`config.mk`:
```
export PLATFORM = sky130hd
export DESIGN_NAME = truth_table_scanner
export DESIGN_NICKNAME = d
export VERILOG_FILES = /design/src/rtl/truth_table_scanner.sv
export SDC_FILE = /design/constraint.sdc
export NUM_CORES = 1
export LEC_CHECK = 0
export CORE_ASPECT_RATIO = 1.1
export CORE_MARGIN = 2
export CORE_UTILIZATION = 30
export CTS_BUF_LIST = sky130_fd_sc_hd__clkbuf_8
export DETAILED_ROUTE_END_ITERATION = 16
export PLACE_DENSITY = 0.5
export SLEW_MARGIN = 20
export SYNTH_ARGS = -nofsm -noshare
export SYNTH_HDL_FRONTEND = slang
export SYNTH_SLANG_ARGS = --single-unit
```
`constraint.sdc`:
```
create_clock -name clk -period 3.3 [get_ports clk]
set_clock_uncertainty 0.15 [all_clocks]
set_input_delay 0.495 -clock clk [delete_from_list [all_inputs] [get_ports clk]]
set_output_delay 0.495 -clock clk [all_outputs]
set_load 0.1 [all_outputs]
```
`src/rtl/truth_table_scanner.sv`:
```
// Sweeps every minterm of an N_IN-input function, captures its output per minterm,
// and reports match / first mismatching minterm / count of true minterms.
module truth_table_scanner #(
  parameter int N_IN   = 3,
  parameter int SETTLE = 1
) (
  input  logic                   clk,
  input  logic                   reset,
  input  logic                   start,
  input  logic [(1<<N_IN)-1:0]   expected,
  input  logic                   f_in,
  output logic [N_IN-1:0]        x_out,
  output logic                   busy,
  output logic                   done,
  output logic [(1<<N_IN)-1:0]   table_out,
  output logic                   match,
  output logic [N_IN-1:0]        mismatch_idx,
  output logic [N_IN:0]          ones_count
);

  localparam int NV = 1 << N_IN;
  localparam logic [N_IN-1:0] LAST_IDX = N_IN'(NV - 1);

  typedef enum logic [1:0] {IDLE, DRIVE, CHECK} state_t;

  state_t            state_q, state_d;
  logic [N_IN-1:0]   idx_q, idx_d;
  logic [3:0]        wait_q, wait_d;
  logic [NV-1:0]     exp_q, exp_d;
  logic [NV-1:0]     table_q, table_d;
  logic              busy_q, busy_d;
  logic              done_q, done_d;
  logic              match_q, match_d;
  logic [N_IN-1:0]   midx_q, midx_d;
  logic [N_IN:0]     ones_q, ones_d;

  function automatic logic [N_IN:0] popcount(input logic [NV-1:0] v);
    logic [N_IN:0] c;
    c = '0;
    for (int i = 0; i < NV; i++) c = c + {{N_IN{1'b0}}, v[i]};
    return c;
  endfunction

  // Scan from the top down so the lowest differing minterm wins.
  function automatic logic [N_IN-1:0] first_diff(input logic [NV-1:0] a,
                                                 input logic [NV-1:0] b);
    logic [N_IN-1:0] r;
    r = '0;
    for (int i = NV - 1; i >= 0; i--) if (a[i] != b[i]) r = N_IN'(i);
    return r;
  endfunction

  always_comb begin
    state_d = state_q;
    idx_d   = idx_q;
    wait_d  = wait_q;
    exp_d   = exp_q;
    table_d = table_q;
    busy_d  = busy_q;
    done_d  = 1'b0;
    match_d = match_q;
    midx_d  = midx_q;
    ones_d  = ones_q;
    case (state_q)
      IDLE: begin
        if (start) begin
          state_d = DRIVE;
          exp_d   = expected;
          table_d = '0;
          idx_d   = '0;
          wait_d  = '0;
          busy_d  = 1'b1;
        end
      end
      DRIVE: begin
        if (32'(wait_q) < SETTLE) begin
          wait_d = wait_q + 4'd1;
        end else begin
          table_d[idx_q] = f_in;
          wait_d         = '0;
          if (idx_q == LAST_IDX) state_d = CHECK;
          else                   idx_d   = idx_q + 1'b1;
        end
      end
      CHECK: begin
        match_d = (table_q == exp_q);
        midx_d  = first_diff(table_q, exp_q);
        ones_d  = popcount(table_q);
        done_d  = 1'b1;
        busy_d  = 1'b0;
        state_d = IDLE;
      end
      default: state_d = IDLE;
    endcase
  end

  always_ff @(posedge clk or posedge reset) begin
    if (reset) begin
      state_q <= IDLE;
      idx_q   <= '0;
      wait_q  <= '0;
      exp_q   <= '0;
      table_q <= '0;
      busy_q  <= 1'b0;
      done_q  <= 1'b0;
      match_q <= 1'b0;
      midx_q  <= '0;
      ones_q  <= '0;
    end else begin
      state_q <= state_d;
      idx_q   <= idx_d;
      wait_q  <= wait_d;
      exp_q   <= exp_d;
      table_q <= table_d;
      busy_q  <= busy_d;
      done_q  <= done_d;
      match_q <= match_d;
      midx_q  <= midx_d;
      ones_q  <= ones_d;
    end
  end

  assign x_out        = idx_q;
  assign busy         = busy_q;
  assign done         = done_q;
  assign table_out    = table_q;
  assign match        = match_q;
  assign mismatch_idx = midx_q;
  assign ones_count   = ones_q;

endmodule

```
; After elaboration in Yosys (flattened, before gate mapping)
; Index checks and enable logic that the tools add are counted.
[word_totals]
in_bits = 12
ff_bits = 35
elab_cells = 76
[classes]
muxes = 28
n_lt_le_gt_ge = 3
n_eq_ne = 16
n_reduce_logical = 10
n_addsub = 9
[ops]
columns = operator, n
row1 = $mux W3, 11
row2 = $add A4 B1 Y4, 4
row3 = $mux W8, 2
row4 = $pmux W8 S2, 1
row5 = $bwmux W8, 1
row6 = $eq A8 B8 Y1, 1
row7 = $mux W4, 2
row8 = $ne A1 B1 Y1, 8
row9 = $ne A2 B2 Y1 const B, 4
row10 = $pmux W4 S2, 1
row11 = $mux W2, 3
row12 = $pmux W3 S2, 1
row13 = $reduce_and A2 Y1, 3
row14 = $reduce_and A3 Y1, 2
row15 = $add A3 B1 Y4, 1
row16 = $add A4 B1 Y4 const B, 1
row17 = $lt A3 B4 Y1 const B, 1
row18 = $lt A4 B1 Y1 const B, 1
row19 = $pmux W2 S2, 1
row20 = $reduce_and A4 Y1, 1
row21 = $reduce_bool A2 Y1, 2
row22 = $add A2 B1 Y3, 1
row23 = $add A3 B1 Y3 const B, 1
row24 = $demux W1 S3, 1
row25 = other kinds (9), 11

; Depth between registers and ports, before layout
[logic_depth]
ltp_word = 9
ltp_mapped = 10

; Worst setup path before layout
; OpenSTA, ideal clock, no wires.
[synth_timing]
kind = register to register
start = register table_q[1], in the netlist table_out[1]
end = register ones_q[2], in the netlist ones_count[2]
setup_ns = 0.083
t_arrival_ns = 3.298
path_slack_ns = -0.231
path_stages_with_launch = 11
path_cell_list = dfrtp_1 > fa_1 > inv_1 > fa_1 > fa_1 > inv_1 > ha_1 > inv_1 > fa_1 > xor2_1 > o21ai_0
[synth_between]
elab_chain_cells = 7
[synth_rtl]
columns = element, line
row1 = "start, declared", 30  ; logic [NV-1:0] table_q, table_d;
row2 = "start signal, assigned", 114  ; table_q <= table_d;
row3 = $add A1 B1 Y2, 40  ; for (int i = 0; i < NV; i++) c = c + {{N_IN{1'b0}}, v[i]};
row4 = $add A2 B1 Y3, 40
row5 = $add A3 B1 Y4, 40
row6 = $add A4 B1 Y4 (4 in a row), 40
row7 = "end signal, assigned", 119  ; ones_q <= ones_d;
row8 = "end, declared", 35  ; logic [N_IN:0] ones_q, ones_d;
; Every way passes these cells.
; A chain may end at the register's enable or synchronous reset.

; Final worst setup path
[layout_timing]
start = register table_q[0], in the netlist table_out[0]
end = register ones_q[2], in the netlist ones_count[2]
; The elaborated chain is that of the path after synthesis.

==> results.toml <==
[clock_tree]
clk_pin_slew_worst_paths_ps = 70
postCtsSetupRepairBufs = 0
tritoncts = "done"
cts_max_level = 2
cts_buffers = 5
cts_root_buffer = "clkbuf_8"
worstSkewPairLatency_ps = 280
clockBufferDepth = 2
cts-resized-gates = 0
clock_sinks = 35
hold_buffers = 0

[yosys]
synth_top_family_by_area = "compound AO/OA/AOI/OAI gates"
synth_seq_area_share = 0.470
synth_area_per_cell_sq_um = 11.0
synth_area_sq_um = 1860
synth_top_flop_cell = "dfrtp_1"
syn-instance-count = 170
synth_nets = 193
synth_compound_area_frac = 0.144
yosysWarnings = 0
synth-xor-area-share = 0.0423
ys_seq_elements = 35
synth-simple-area-share = 0.142
synth_fa_ha_area_frac = 0.0901
synth-edff-count = 0
ys_types = 44
synthMuxAreaShare = 0.0605
async_reset_ff_frac = 1.00

[setup_path]
cp_common_cell = "fa_1"
arrival_ps = 3140
worstPathRequired_ps = 3350
cp_max_fo = 4
cp-end-kind = "flop"
max_stage_delay_ps = 540
slowest_stage = "fa_1"
startpoint_type = "flop"
cp.buffers_inverters = 3
critPathTopFamily = "adder cells"
crit_chain = "fa_1 > inv_1 > fa_1 > fa_1 > inv_1 > ha_1 > inv_1 > fa_1 > xor2_1 > o21ai_0"
critPathKind = "reg -> reg"

[layout]
fin_nets = 228
antennaDiodeCount = 0
synthToLayoutAreaGrowth_pct = 23.1
drive_above_1_share = 0.257
final_common_cell = "dfrtp_1"
layout_common_cells = "dfrtp_1 (32), buf_4 (23), inv_1 (16), o21ai_0 (16), nand2_1 (13)"

[placed_design]
place_congestion = 0.787
dp_hpwl_mm = 2.93
port_buffers = 32

[floorplanning]
core_area_sq_um = 6080
start_util = 0.306
boundaryPins = 33
die_y_um = 86.6
die_w_um = 79.1
rows = 30
die_area_sq_um = 6850

[global_routing]
grt_start_max_net_pins = 24
grt_overflow = 0
grt_first_pass_wirelength_mm = 6.63
grt_pass1_vias = 1322
antenna_found_initial = 0
grt_usage = 0.127

[power_and_ir_drop]
p_leak_uw = 0.00105
power_density_nw_per_um2 = 1030
irDropWorstVdd_mv = 0.447
p_total_uw = 2360

[timing]
fmax_ghz = 0.324
slew_viol_final = 0
worst-slew-pin-transition_ps = 893
rsz0062_at_grt = "no"
slew-limit-headroom = 0.404
fin_setup_tns_ps = 0
setup_viol = 0
hold_viol = 0
period_share = 0.935
period_minus_slack_ps = 3090

[job]
drv_cap = 0

[routing]
routed_wl_mm = 3.80
drt.antenna.violating_nets = 0
drt_first_pass_iters = 4
detail_route.iter0.violations = 34
via_count = 1302
viasPerCell = 4.55
wl_per_cell_um = 13.3
drcViolationCount = 0

[status]
status = "finished clean"

[min_path]
min_path_type = "reg -> reg"
-- layer usage --
metal | global-route usage | vias up | share of wire | routed length [um]
met5 | 0 | - | 0 | 0
met4 | 0.0517 | 0 | 0.017 | 63
met3 | 0.0313 | 5 | 0.040 | 151
met2 | 0.201 | 29 | 0.49 | 1860
met1 | 0.165 | 620 | 0.45 | 1730
li1 | - | 648 | - | -
-- worst min-delay path: cells and delay by family (launching register included) --
family           cells  cell delay [ps]
AND/OR/NAND/NOR      2              100
flip-flops           1              350
-- registers in the layout, summed over array words and instances (netlist names) --
register,flops
done,1
busy,1
match,1
mismatch_idx,3
table_out,8
wait_q,4
exp_q,8
ones_count,4
x_out,3
state_q,2
-- synth_stat cells, types with 3 or more instances --
library cell  count  area share
a21oi_1           7       0.019
a22o_1            5       0.024
buf_2             3      0.0081
dfrtp_1          35        0.47
fa_1              4       0.043
ha_1              7       0.047
inv_1            14       0.028
mux2_2            9       0.054
nand2_1          13       0.026
nand2b_1          3       0.010
nor2_1            7       0.014
nor2b_1           4       0.013
o21ai_0          16       0.043
xnor2_1           4       0.019
xor2_1            5       0.024
-- stage by stage --
step / cells / hold WS (ps) / util / instance area, sq um / worst slack, ps
final: 286 / 329 / 0.377 / 2290 / 213
after global placement: 278 / 316 / 0.364 / 2210 / 286
after CTS: 286 / 338 / 0.377 / 2290 / 183
after detailed placement: 278 / 320 / 0.364 / 2210 / 186
after floorplan: 170 / 331 / - / 1870 / 67.9
after global routing: 286 / 361 / 0.377 / 2290 / 41.6
-- final timing paths --
check | slack [ps] | depth (start not counted) | to | from
setup / recovery | 210 | 10 | ones_count[2] | table_out[0]
hold / removal | 330 | 2 | ones_count[0] | ones_count[0]
setup reg to reg | 210 | 10 | ones_count[2] | table_out[0]
hold reg to reg | 330 | 2 | ones_count[0] | ones_count[0]
max in group asynchronous | 1750 | 3 | mismatch_idx[0] | reset
min in group asynchronous | 550 | 2 | wait_q[3] | reset
-- layout make-up --
type	instances	area, sq um
well taps	80	100
repair buffers	34	283
inverters	15	56.3
fillers	634	3790
clock inverters	3	12.5
flip-flops and latches	35	880
multi-input cells	114	892
clock buffers	5	68.8
-- where the power goes --
part	total [uW]	leakage [uW]	switching [uW]	internal, uW
clock network	292	0.0000505	150	142
registers	734	0.000442	165	569
logic	1330	0.000562	907	428
-- logic make-up (layout without fill, tap and decap cells) --
kind of cell,after synthesis,after routing
simple gates,44,44
mux,10,10
flops,35,35
buf+inv,21,57
fa+ha+maj,11,11
xor+xnor,9,9
compound gates,40,40
Note: power is estimated with default switching activity, not from simulation.
